`src/rtl/cordic_core.sv`:
```
// cordic_core: iterative 16-micro-rotation CORDIC engine, signed Q2.16 datapath.
// Performs two chained micro-rotations per clock using the atan table pair
// selected by `stage`. Rotation mode drives z to 0; vectoring mode drives y to 0.
// Build option: define CORDIC_QUADRANT_EN to pre-rotate by +/-pi/2 at load,
// extending the convergence range to the full circle at no latency cost.
module cordic_core #(
   parameter int WIDTH = 18,
   parameter int ITERS = 16
) (
   input  logic             clk,
   input  logic             rst,
   input  logic             start,
   input  logic             mode,
   input  logic [WIDTH-1:0] x_in,
   input  logic [WIDTH-1:0] y_in,
   input  logic [WIDTH-1:0] z_in,
   output logic [3:0]       stage,
   input  logic [WIDTH-1:0] atan0,
   input  logic [WIDTH-1:0] atan1,
   output logic             busy,
   output logic             done,
   output logic [WIDTH-1:0] x_out,
   output logic [WIDTH-1:0] y_out,
   output logic [WIDTH-1:0] z_out
);

   localparam int HALF = ITERS / 2;
   localparam int KW   = (HALF > 1) ? $clog2(HALF) : 1;
   localparam logic [KW-1:0] K_LAST = KW'(HALF - 1);

`ifdef CORDIC_QUADRANT_EN
   localparam logic signed [WIDTH-1:0] HALF_PI = WIDTH'(18'h1921F);
`endif

   typedef enum logic [1:0] {
      S_IDLE,
      S_RUN,
      S_DONE
   } state_t;

   typedef struct packed {
      logic [WIDTH-1:0] x;
      logic [WIDTH-1:0] y;
      logic [WIDTH-1:0] z;
   } vec_t;

   state_t        state;
   state_t        state_next;
   vec_t          acc;
   vec_t          ld;
   vec_t          mid;
   vec_t          nxt;
   logic          mode_r;
   logic [KW-1:0] k;

   // One micro-rotation: direction from the sign of z (rotation) or y (vectoring),
   // arithmetic shifts and wrapping adds with no saturation.
   function automatic vec_t micro_rot(input vec_t v, input logic vmode,
                                      input logic [KW:0] sh, input logic [WIDTH-1:0] a);
      vec_t             r;
      logic             d;
      logic [WIDTH-1:0] xs;
      logic [WIDTH-1:0] ys;
      d   = vmode ? v.y[WIDTH-1] : ~v.z[WIDTH-1];
      xs  = $signed(v.x) >>> sh;
      ys  = $signed(v.y) >>> sh;
      r.x = d ? (v.x - ys) : (v.x + ys);
      r.y = d ? (v.y + xs) : (v.y - xs);
      r.z = d ? (v.z - a)  : (v.z + a);
      return r;
   endfunction

   // Operand load value, optionally pre-rotated into the convergent half-plane.
   always_comb begin
      ld.x = x_in;
      ld.y = y_in;
      ld.z = z_in;
`ifdef CORDIC_QUADRANT_EN
      if (!mode) begin
         if ($signed(z_in) > HALF_PI) begin
            ld.x = -y_in;
            ld.y = x_in;
            ld.z = z_in - HALF_PI;
         end else if ($signed(z_in) < -HALF_PI) begin
            ld.x = y_in;
            ld.y = -x_in;
            ld.z = z_in + HALF_PI;
         end
      end else if (x_in[WIDTH-1]) begin
         if (!y_in[WIDTH-1]) begin
            ld.x = y_in;
            ld.y = -x_in;
            ld.z = z_in + HALF_PI;
         end else begin
            ld.x = -y_in;
            ld.y = x_in;
            ld.z = z_in - HALF_PI;
         end
      end
`endif
   end

   // Two chained micro-rotations per cycle, indices 2k and 2k+1.
   always_comb begin
      mid = micro_rot(acc, mode_r, {k, 1'b0}, atan0);
      nxt = micro_rot(mid, mode_r, {k, 1'b1}, atan1);
   end

   // State register.
   always_ff @(posedge clk) begin
      if (rst) begin
         state <= S_IDLE;
      end else begin
         state <= state_next;
      end
   end

   // Next-state logic and status outputs; stage is only nonzero while running.
   always_comb begin
      state_next = state;
      busy       = 1'b0;
      done       = 1'b0;
      stage      = 4'd0;
      case (state)
         S_IDLE: begin
            if (start) begin
               state_next = S_RUN;
            end
         end
         S_RUN: begin
            busy  = 1'b1;
            stage = 4'({k, 1'b0});
            if (k == K_LAST) begin
               state_next = S_DONE;
            end
         end
         S_DONE: begin
            busy       = 1'b1;
            done       = 1'b1;
            state_next = S_IDLE;
         end
         default: begin
            state_next = S_IDLE;
         end
      endcase
   end

   // Datapath: load on start, iterate while running, publish results on the
   // final iteration so they are valid in the done cycle and held afterwards.
   always_ff @(posedge clk) begin
      if (rst) begin
         acc    <= '0;
         mode_r <= 1'b0;
         k      <= '0;
         x_out  <= '0;
         y_out  <= '0;
         z_out  <= '0;
      end else begin
         case (state)
            S_IDLE: begin
               if (start) begin
                  acc    <= ld;
                  mode_r <= mode;
                  k      <= '0;
               end
            end
            S_RUN: begin
               acc <= nxt;
               k   <= k + KW'(1);
               if (k == K_LAST) begin
                  x_out <= nxt.x;
                  y_out <= nxt.y;
                  z_out <= nxt.z;
               end
            end
            default: begin
            end
         endcase
      end
   end

endmodule

```
`config.mk`:
```
export PLATFORM = sky130hd
export DESIGN_NAME = cordic_core
export DESIGN_NICKNAME = d
export VERILOG_FILES = /design/src/rtl/cordic_core.sv
export SDC_FILE = /design/constraint.sdc
export NUM_CORES = 1
export LEC_CHECK = 0
export CORE_ASPECT_RATIO = 2
export CORE_MARGIN = 5
export CORE_UTILIZATION = 50
export DETAILED_ROUTE_END_ITERATION = 8
export PLACE_DENSITY = 0.79
export SLEW_MARGIN = 20
export SYNTH_ARGS = -nofsm -noshare
export SYNTH_HDL_FRONTEND = slang
export SYNTH_SLANG_ARGS = --single-unit
```
`constraint.sdc`:
```
create_clock -name clk -period 12.6 [get_ports clk]
set_input_delay 1.89 -clock clk [delete_from_list [all_inputs] [get_ports clk]]
set_output_delay 1.89 -clock clk [all_outputs]
set_load 0.05 [all_outputs]
```
==> metrics.cfg <==
[outcome]
run_status=finished, final reports clean

[synthesis]
asyncSetResetFlopFracSynth_pct=0
post_synth_mux_area_share_pct=10.3
syn_std_cell_area_sq_um=14700
synth-edff-count=0
area_share_of_xor_xnor_cells_in_the_synthesized_design_pct=10.4
largest_family_of_logic_cells_by_synthesized_area=compound AO/OA/AOI/OAI gates
synth_simple_gate_area_share_pct=20.9
synthCells=1999
synthesis.yosys.warnings=0
mappedNetlistNets=2212
dominantRegCellSynth=dfxtp_1
yosysSeqAreaShare_pct=15.5
post_synthesis_area_per_instance_sq_um=7.35
synth.lib_cells_used.distinct=94
ys_ff_latch=114
post_synthesis_share_of_cell_area_spent_on_full_adders_half_adders_and_majority_gates_pct=10.4
compound_cell_area_share_of_the_yosys_netlist_pct=27.3

[global_route]
overall_routing_resource_usage_pct=34.1
grt_max_degree=105
vias_in_the_first_global_route=16100
globalRouteOverflowTotal=0
initial_antenna_violation_count=1
grt_pass1_wl_mm=89.8

[clock_tree]
cts_made_buffers=17
cts_num_sinks=114
cts-root-buf=clkbuf_16
clk_latency_ns=0.43
clkTransAtPathRegs_ns=0.06
tritoncts=done
post_cts.resized_instances=0
ctsLongestPathBuffers=2
postCtsSetupBuffers=0
h-tree-depth=4
cts-hold-fix-buffers=0

[timing]
rsz0062_at_grt=no
final_hold_viol_count=0
maxSlewHeadroom_pct=20.6
final_period_minus_worst_setup_slack_ns=10.32
transition_time_at_the_pin_with_the_least_slew_margin_ns=1.18
final_setup_violation_count=0
max_freq_ghz=0.0969
fraction_of_the_cycle_the_final_worst_path_needs_pct=81.9
worst_clock_skew_ns=0.0138
timing.final.max_slew_violations=0
setup_total_negative_slack_ns=0

[hold_path]
worstHoldStart=z_out[16]
hold_depth=2
worstHoldEndpoint=z_out[16]
holdCritPathClass=reg -> reg

[detailed_routing]
vias=16000
routed_wire_length_per_instance_microns=24.1
detail-route-antenna-nets=0
drt_drc_violations_left=0
viasPerCell=6.56
wirelength_mm=58.9
dr.first_iter.drc_count=1405
drt_pre_antenna_iters=8

[floorplanning]
chipWidth_microns=131
start_util_pct=50.8
fp.dieArea_sq_um=33100
dieHeight_microns=252
ioPinCount=154
floorplan.core_area_sq_um=29000
rows=88

[layout]
final_nets=2286
layout-drive-gt1-share_pct=6.81
syn2layout_area_growth_pct=15.3

[placed_design]
dp.final_hpwl_mm=45.3
gpl.final_weighted_congestion=1.05
port_buffers=152

[setup_path]
critical_path_peak_fanout=24
critical-path-top-cell-by-count=o21ai_0
r2r_start=k[0]
endpoint_kind=register
rrSetupSlack_ns=2.32
crit_path_start_kind=primary input
crit_type=in -> reg
required_ns=12.95
rr_endpoint=acc[17]
rr_worst_depth=34
crit_arrival_ns=10.68
critical-path-slowest-cell=a311oi_1
critical_path.max_stage_delay_ns=1.03

[flow_run]
drv.max_cap_violation_count=0

[cells by family after synthesis]
logic type / after synthesis
and+or+nand+nor: 676
muxes: 127
AOI/OAI and AO/OA: 606
buffers and inverters: 185
other: 1
DFF: 114
xor gates and xnor gates: 171
adders and majority gates: 119
[flip-flops by register name, indices dropped and copies added, names as in the netlist]
name / count
x_out: 18
k: 3
acc: 54
z_out: 18
y_out: 18
state: 2
mode_r: 1
[Yosys cell counts (8+ instances only)]
cell type | number | area, sq um
o211ai_1 | 16 | 120
buf_1 | 20 | 75.1
xor2_1 | 64 | 561
nor3b_1 | 8 | 60.1
a21o_1 | 33 | 248
nand2b_1 | 29 | 181
xnor2_1 | 105 | 920
a211oi_1 | 83 | 623
o22ai_1 | 10 | 62.6
a211o_1 | 8 | 70.1
nand4_1 | 10 | 62.6
nor3_1 | 44 | 220
o21a_1 | 27 | 203
nor4_1 | 10 | 62.6
and2_1 | 16 | 100
a31oi_1 | 28 | 175
or2_2 | 10 | 62.6
nand3_1 | 36 | 180
nor2_1 | 232 | 871
clkbuf_1 | 77 | 289
o21bai_1 | 10 | 75.1
mux2i_1 | 81 | 811
or3_1 | 21 | 131
nor2b_1 | 21 | 131
a21oi_1 | 191 | 956
buf_2 | 9 | 45.0
and3_1 | 9 | 56.3
nand2_1 | 212 | 796
ha_1 | 113 | 1410
inv_1 | 66 | 248
mux2_2 | 29 | 327
dfxtp_1 | 114 | 2280
o31ai_1 | 11 | 82.6
mux4_2 | 17 | 383
o21ai_0 | 90 | 450
[critical path, delay by kind of cell]
| family | cells | cell delay (ns) |
|---|---|---|
| XOR/XNOR | 2 | 0.64 |
| AO/OA/AOI/OAI | 12 | 4.87 |
| buffers and inverters | 4 | 0.97 |
| AND/OR/NAND/NOR | 8 | 1.09 |
| adder cells (fa/ha/maj) | 3 | 0.85 |
| multiplexers | 1 | 0.30 |
[metrics by stage]
stage	util (%)	cells	hold WS, ns	worst slack (ns)	cell area (sq um)
floorplan	-	1999	0.456	3.37	14700
global placement	56.5	2414	0.440	2.22	16400
detailed placement	56.5	2414	0.444	2.12	16400
CTS	58.5	2446	0.452	2.46	16900
global route	58.5	2447	0.473	1.74	16900
finish	58.5	2447	0.452	2.28	16900
[metal layers]
layer	global-route usage, %	up-vias	share of wire (%)
met1	33.4	7556	33
li1	-	7414	-
met2	62.2	781	51
met4	29.6	0	10
met3	4.64	295	5.7
met5	0	-	0
[worst max-delay path by stage]
stage	start	to	slack, ns	cells past startpoint
finish	atan0[0]	acc[17]	2.28	30
global route	k[0]	acc[17]	1.74	35
CTS	atan0[0]	acc[17]	2.46	33
detailed placement	atan0[0]	acc[17]	2.12	30
global placement	atan0[0]	acc[17]	2.22	31
floorplan	k[2]	acc[17]	3.37	44
[placed cells by master (no fill, tap or decap), types with 7 or more instances in the layout]
cell,n
nor2_1,231
nand2_1,211
a21oi_1,189
clkdlybuf4s50_1,151
ha_1,112
dfxtp_1,111
xnor2_1,105
o21ai_0,90
a211oi_1,83
mux2i_1,81
inv_1,66
xor2_1,64
nor3_1,44
nand3_1,36
a21o_1,33
mux2_2,29
nand2b_1,29
a31oi_1,28
o21a_1,27
nor2b_1,21
or3_1,21
buf_4,19
mux4_2,17
clkbuf_16,17
and2_1,16
o211ai_1,16
o31ai_1,11
nor4_1,10
o21bai_1,10
or2_2,10
o22ai_1,10
nand4_1,10
and3_1,9
nor3b_1,8
a211o_1,8
a2111oi_0,7
[layout make-up]
type	instances	area [sq um]
well taps	360	450
diodes	1	2.50
repair buffers	171	1670
inverters	69	259
flip-flops and latches	114	2290
clock inverters	13	135
multi-input cells	1700	11700
clock buffers	19	443
fillers	2674	12000
Power is not shown: default switching activity piles up to over one toggle a cycle in this logic, so the estimate is an artifact.
